`src/rtl/acc_pkg.sv`:
```
// Shared defaults and types for the accumulate15 group-sum block.
// Optional feature macro: ACC_SATURATE_EN (saturating accumulation).
package acc_pkg;

    localparam int ACC_DATA_W    = 32;
    localparam int ACC_N_SAMPLES = 15;
    localparam int ACC_CNT_W     = $clog2(ACC_N_SAMPLES);

    typedef logic [ACC_DATA_W-1:0] acc_data_t;
    typedef logic [ACC_CNT_W-1:0]  acc_cnt_t;

endpackage

```
`src/rtl/acc_sample_counter.sv`:
```
// Counts valid samples within a group and flags the last one.
// Optional feature macro: ACC_SATURATE_EN (not used in this file).
module acc_sample_counter
    import acc_pkg::*;
#(
    parameter int N_SAMPLES = ACC_N_SAMPLES,
    parameter int CNT_W     = $clog2(N_SAMPLES)
) (
    input  logic             clk,
    input  logic             rst_n,
    input  logic             valid,
    output logic             last_sample,
    output logic [CNT_W-1:0] cnt
);

    localparam logic [CNT_W-1:0] CNT_LAST = CNT_W'(N_SAMPLES - 1);

    // The current valid sample closes the group.
    always_comb begin
        last_sample = valid && (cnt == CNT_LAST);
    end

    // Advance on each valid sample; wrap to zero after the last one.
    always_ff @(posedge clk or negedge rst_n) begin
        if (!rst_n) begin
            cnt <= '0;
        end else if (valid) begin
            if (cnt == CNT_LAST) begin
                cnt <= '0;
            end else begin
                cnt <= cnt + 1'b1;
            end
        end
    end

endmodule

```
`src/rtl/accumulate15.sv`:
```
// Sums mult_data over groups of N_SAMPLES valid samples and emits one
// registered result with a one-cycle valid_out pulse per group.
// Optional feature macro: ACC_SATURATE_EN -- clamp the running sum at all-ones
// instead of wrapping modulo 2^DATA_W.
//
// Stream semantics: a sample transfers on every rising edge where mult_valid
// is 1 (there is no ready; the block always accepts). valid_out is a one-cycle
// pulse the downstream must take unconditionally; data_out holds the last
// group sum between pulses.
module accumulate15
    import acc_pkg::*;
#(
    parameter int DATA_W    = ACC_DATA_W,
    parameter int N_SAMPLES = ACC_N_SAMPLES
) (
    input  logic              clk,
    input  logic              rst_n,
    input  logic              mult_valid,
    input  logic [DATA_W-1:0] mult_data,
    output logic [DATA_W-1:0] data_out,
    output logic              valid_out,
    output logic [$clog2(N_SAMPLES)-1:0] cnt
);

    localparam int CNT_W = $clog2(N_SAMPLES);

    logic              last_sample;
    logic [DATA_W-1:0] acc;
    logic [DATA_W-1:0] sum;

    acc_sample_counter #(
        .N_SAMPLES (N_SAMPLES),
        .CNT_W     (CNT_W)
    ) u_counter (
        .clk         (clk),
        .rst_n       (rst_n),
        .valid       (mult_valid),
        .last_sample (last_sample),
        .cnt         (cnt)
    );

`ifdef ACC_SATURATE_EN
    logic [DATA_W:0] sum_wide;

    // Widened add; a carry-out pins the sum at all-ones. Once pinned, any
    // further add either carries again or adds zero, so it stays clamped.
    always_comb begin
        sum_wide = {1'b0, acc} + {1'b0, mult_data};
        sum      = sum_wide[DATA_W] ? {DATA_W{1'b1}} : sum_wide[DATA_W-1:0];
    end
`else
    // Plain modulo-2^DATA_W add.
    always_comb begin
        sum = acc + mult_data;
    end
`endif

    // Running sum: restarts at zero after the last sample of each group.
    always_ff @(posedge clk or negedge rst_n) begin
        if (!rst_n) begin
            acc <= '0;
        end else if (mult_valid) begin
            if (last_sample) begin
                acc <= '0;
            end else begin
                acc <= sum;
            end
        end
    end

    // Publish the completed group sum with a one-cycle pulse.
    always_ff @(posedge clk or negedge rst_n) begin
        if (!rst_n) begin
            data_out  <= '0;
            valid_out <= 1'b0;
        end else begin
            valid_out <= last_sample;
            if (last_sample) begin
                data_out <= sum;
            end
        end
    end

endmodule

```
`config.mk`:
```
export PLATFORM = sky130hd
export DESIGN_NAME = accumulate15
export DESIGN_NICKNAME = d
export VERILOG_FILES = /design/src/rtl/acc_pkg.sv /design/src/rtl/acc_sample_counter.sv /design/src/rtl/accumulate15.sv
export SDC_FILE = /design/constraint.sdc
export NUM_CORES = 1
export LEC_CHECK = 0
export BUFFER_PORTS_ARGS = -buffer_cell sky130_fd_sc_hd__buf_4
export CORE_ASPECT_RATIO = 1.4
export CORE_UTILIZATION = 30
export DETAILED_ROUTE_END_ITERATION = 16
export GPL_ROUTABILITY_DRIVEN = 1
export MAX_ROUTING_LAYER = met4
export REMOVE_ABC_BUFFERS = 1
export SLEW_MARGIN = 20
export SYNTH_ARGS = -nofsm -noshare
export SYNTH_HDL_FRONTEND = slang
export SYNTH_SLANG_ARGS = --single-unit
```
`constraint.sdc`:
```
create_clock -name clk -period 2.7 [get_ports clk]
set_input_delay 0.135 -clock clk [delete_from_list [all_inputs] [get_ports clk]]
set_output_delay 0.135 -clock clk [all_outputs]
set_load 0.02 [all_outputs]
```
==> After elaboration in Yosys (flattened, before gate mapping) <==
Cells that the tools add are included.
{ "op_classes": {"eq_ne": 1, "n_addsub": 2, "reduce_logical": 1, "muxes": 2} }
{ "op_table": {"columns": ["operator", "n"], "rows": [
  ["adder 32 bit", 1],
  ["two-way mux 32 bit", 1],
  ["adder 4 x 1 -> 4 bit, second input constant", 1],
  ["== test 4 bit, second input constant", 1],
  ["two-way mux 4 bit", 1],
  ["logical AND 1 bit", 1]
]} }
{ "totals": {"output_inout_bits": 37, "register_bits": 69, "in_bits": 35} }

==> Longest topological paths before layout <==
{ "depth": {"ltp_word": 3, "depth_mapped": 9, "ltp_nobuf": 9} }

==> Cells and area by module <==
Synthesis repeated with hierarchy kept, for this count alone.
{ "hier_totals": {"cells_unflattened": 453, "area_unflattened_um2": 4279.1} }
{ "modules_own_cells": {"columns": ["module", "cells_per_inst", "area_each_um2", "seq_area_each_um2", "instances"], "rows": [
  ["accumulate15", 432, 4067.7, 1626.6, 1],
  ["acc_sample_counter", 21, 211.5, 100.1, 1]
]} }

==> Least setup slack after synthesis <==
No wires, ideal clock.
{ "synth_timing": {"path_type": "reg2reg", "from": "reg acc[0]", "to": "reg data_out[30]", "path_buffers": 0, "setup_slack_ns": -0.126, "t_arrival_ns": 2.757, "setup_time_ns": 0.069, "stages_incl_launch_ff": 10, "required_ns": 2.631, "cell_sequence": "dfrtp_1 -> ha_1 -> fa_1 -> a21o_1 -> a221o_2 -> a31o_4 -> a2111o_1 -> and3b_4 -> or3_1 -> nand3_1"} }
{ "synth_between": {"elab_chain_cells": 1} }
{ "synth_lines": {"columns": ["item", "line", "rtl"], "rows": [
  ["from (decl)", "accumulate15.sv:28", "logic [DATA_W-1:0] acc;"],
  ["from (signal assigned)", "accumulate15.sv:66", "acc <= sum;"],
  ["adder 32 bit", "accumulate15.sv:54", "sum = acc + mult_data;"],
  ["to (signal assigned)", "accumulate15.sv:79", "data_out <= sum;"],
  ["to (decl)", "accumulate15.sv:20", "output logic [DATA_W-1:0] data_out,"]
]} }
Every way passes these cells.
A chain may end at the register's enable or synchronous reset.

==> Worst setup path after layout <==
Same ends and word-level chain as after synthesis.

==> key figures <==
Floorplanning
  – Initial core utilization: 30.6%
  – DIE AREA: 15,700 µm²
  – Rows: 53
  – Die width: 106 µm
  – IO Pins: 72
  – CORE AREA: 14,900 µm²
  – Die Y: 148 µm

Global route
  – Gr usage total: 18.7%
  – Initial antenna violation count: 0
  – GR Overflow Total: 0
  – Largest net degree at the start of global routing: 70
  – First-pass GRT wire length: 22,300 µm
  – Number of global-route vias before repair: 4,489

Timing
  – RSZ-0062 raised after global routing: yes
  – Final worst-path cycle share: 107%
  – Fin. Hold Viols: 0
  – Clock period minus worst slack: 2890 ps
  – Setup TNS: -1480 ps
  – Actual slew at the worst max-slew pin: 897 ps
  – Layout Skew: 11.2 ps
  – Final Worst Setup Slack: -190 ps
  – Setup violators final: 15
  – FMAX: 0.346 GHz
  – Max Slew Vio Count: 0
  – Rel. slew slack: 40.2%

Clocking
  – CTS tree: yes
  – CTS Sinks: 69
  – H-tree depth: 3
  – Num CTS Buffers: 9
  – Clock buffer depth: 2
  – Worst-path clk slew: 60 ps
  – Clk Latency, worst-skew pair: 340 ps
  – Root Driver: clkbuf_16

Worst setup path
  – CP arrival: 3160 ps
  – Critical Path RT: 2970 ps
  – CP startpoint kind: flip-flop
  – R2R Path Start: acc[0]
  – Crit end category: flip-flop
  – Crit. Startpoint: acc[0]
  – WS Path Type: reg -> reg
  – Worst Path Max Fanout: 4

Detailed routing
  – Drt pass-1 iters: 4
  – DRC viols: 0
  – DR WL/cell: 16.6 µm
  – Post-DRT Antenna Nets: 0
  – Vias per cell: 5.29
  – Vias: 4,431
  – DR iter-0 viols: 175
  – Routed WL: 13,900 µm

Cells and area
  – Nets@finish: 709
  – Layout fillers: 1,495
  – Layout cells sized above 1: 29.1%
  – Fin util: 41.4%
  – Multi-input gate area: 2820 µm²
  – Fin area: 6170 µm²
  – N_diodes: 0
  – Register area: 1730 µm²
  – Layout area overhead: 35.1%

Logic synthesis
  – Main synth FF type: dfrtp_1
  – Async SR Flop Fraction: 100%
  – Avg Cell Area, Syn: 8.67 µm²
  – Cells after synthesis: 527
  – Register area share after synthesis: 37.8%
  – Yosys cell types: 62
  – Mapped Area: 4570 µm²
  – Yosys warning count: 0
  – Yosys reg bits: 69
  – Synth area leaders: dfrtp_1 (38%), ha_1 (8.5%), nand2_1 (5.8%)
  – EDFF count, synth: 0
  – Synth top cells by count: nand2_1 (71), dfrtp_1 (69), o21ai_0 (51)
  – Yosys top cell area share: 37.8%
  – Count leader, synth: nand2_1
  – Dominant cell type by area after synthesis: dfrtp_1

Place
  – DP HPWL: 10,500 µm
  – # port buffers: 71
  – DP Area: 5650 µm²
  – Final GP Congestion: 0.910
  – Dpl ws: -280 ps

Pwr
  – Leakage power total: 2.81 nW
  – VDD IR-drop max: 402 µV
  – PwrDens: 1250 nW/µm²

Min path
  – Hold WC Path Type: in -> reg
  – Min-delay src: mult_valid

Run status
  – Run status: complete, but fails checks
  – Failing checks: negative setup slack

Flow run
  – Max cap viols: 0
[layout by cell type (no fill, tap or decap), drive strengths merged, types with 2 or more instances in the layout]
cell type,synthesis,layout
nor3,9,9
o31ai,6,6
and3,4,4
xor2,7,7
inv,15,15
a31oi,4,4
or4,6,6
mux2,3,3
dfrtp,69,69
nor2,31,31
o2111a,2,2
o2bb2ai,20,20
a21o,7,7
and2,3,3
or3,7,7
a21oi,39,39
o21bai,6,6
nand2,71,71
o211ai,4,4
o22ai,2,2
clkinvlp,0,3
o21a,6,6
o311ai,2,2
nand2b,5,5
a211oi,3,3
a31o,5,5
a221o,2,2
ha,31,31
nor4,2,2
nand4,10,10
buf,6,135
o21ai,52,52
nand3,18,18
nor2b,6,6
clkbuf,26,10
o2111ai,2,2
xnor2,16,16
[area by class of cell]
class,instances,area share [%]
multi-input cells,411,45.7
flip-flops and latches,69,28.0
repair buffers,136,16.7
well taps,192,3.89
clock buffers,10,3.87
clock inverters,5,0.993
inverters,15,0.912
[layer usage]
| metal | vias up | global-route usage, % | part of all wire, % |
|---|---|---|---|
| li1 | 2171 | - | - |
| met1 | 2122 | 21.0 | 42 |
| met2 | 113 | 32.5 | 52 |
| met3 | 25 | 3.09 | 3.6 |
| met4 | 0 | 7.71 | 2.5 |
| met5 | - | - | 0 |
[timing repair]
action	in CTS	in global routing
endpoints found under the setup margin	19	28
hold buffers	1	0
gates resized for setup	15	26
setup buffers	5	2
pin swaps	7	10
hold endpoints to repair	69	0
[final timing paths]
check	endpoint	slack [ps]	cells past startpoint
max	data_out[30]	-190	9
min	acc[25]	160	2
max reg2reg	data_out[30]	-190	9
min reg2reg	data_out[7]	480	2
max in group asynchronous	data_out[25]	1640	2
min in group asynchronous	data_out[9]	490	2
[sequential cells by signal, summed over array words and instances (netlist names)]
| register | count |
|---|---|
| u_counter.cnt | 4 |
| valid_out | 1 |
| data_out | 32 |
| acc | 32 |
[power by group]
| part | switching (mW) | internal (mW) | total, mW |
|---|---|---|---|
| logic | 2.55 | 2.18 | 4.73 |
| clock network | 0.466 | 0.736 | 1.20 |
| registers | 0.306 | 1.48 | 1.78 |
[per-stage QoR]
stage / total power, mW / hold slack, ps / instances
finish: 7.71 / 164 / 838
CTS: 7.56 / 161 / 837
floorplan: 4.47 / -161 / 495
global placement: 6.07 / 320 / 816
global route: 8.28 / 185 / 838
detailed placement: 6.17 / 336 / 816
[kinds of logic (layout without fill, tap and decap cells)]
family	Yosys count	after routing	share of synthesized area, %
AOI/OAI and AO/OA	175	175	25.4
buffers and inverters	47	166	3.97
adders and majority gates	32	32	8.93
and+or+nand+nor	177	177	18.5
muxes	4	4	1.04
DFF	69	69	37.8
xor gates and xnor gates	23	23	4.41
[worst max-delay path: stages (launching register included)]
cell and delay [ps]:
dfrtp_1 390, ha_2 190, fa_2 350, a21o_1 200, a221o_2 360, a31o_4 240
a2111o_1 410, and3b_4 220, or3_1 370, nand3_1 80
Power figures use the tool's default switching activity.
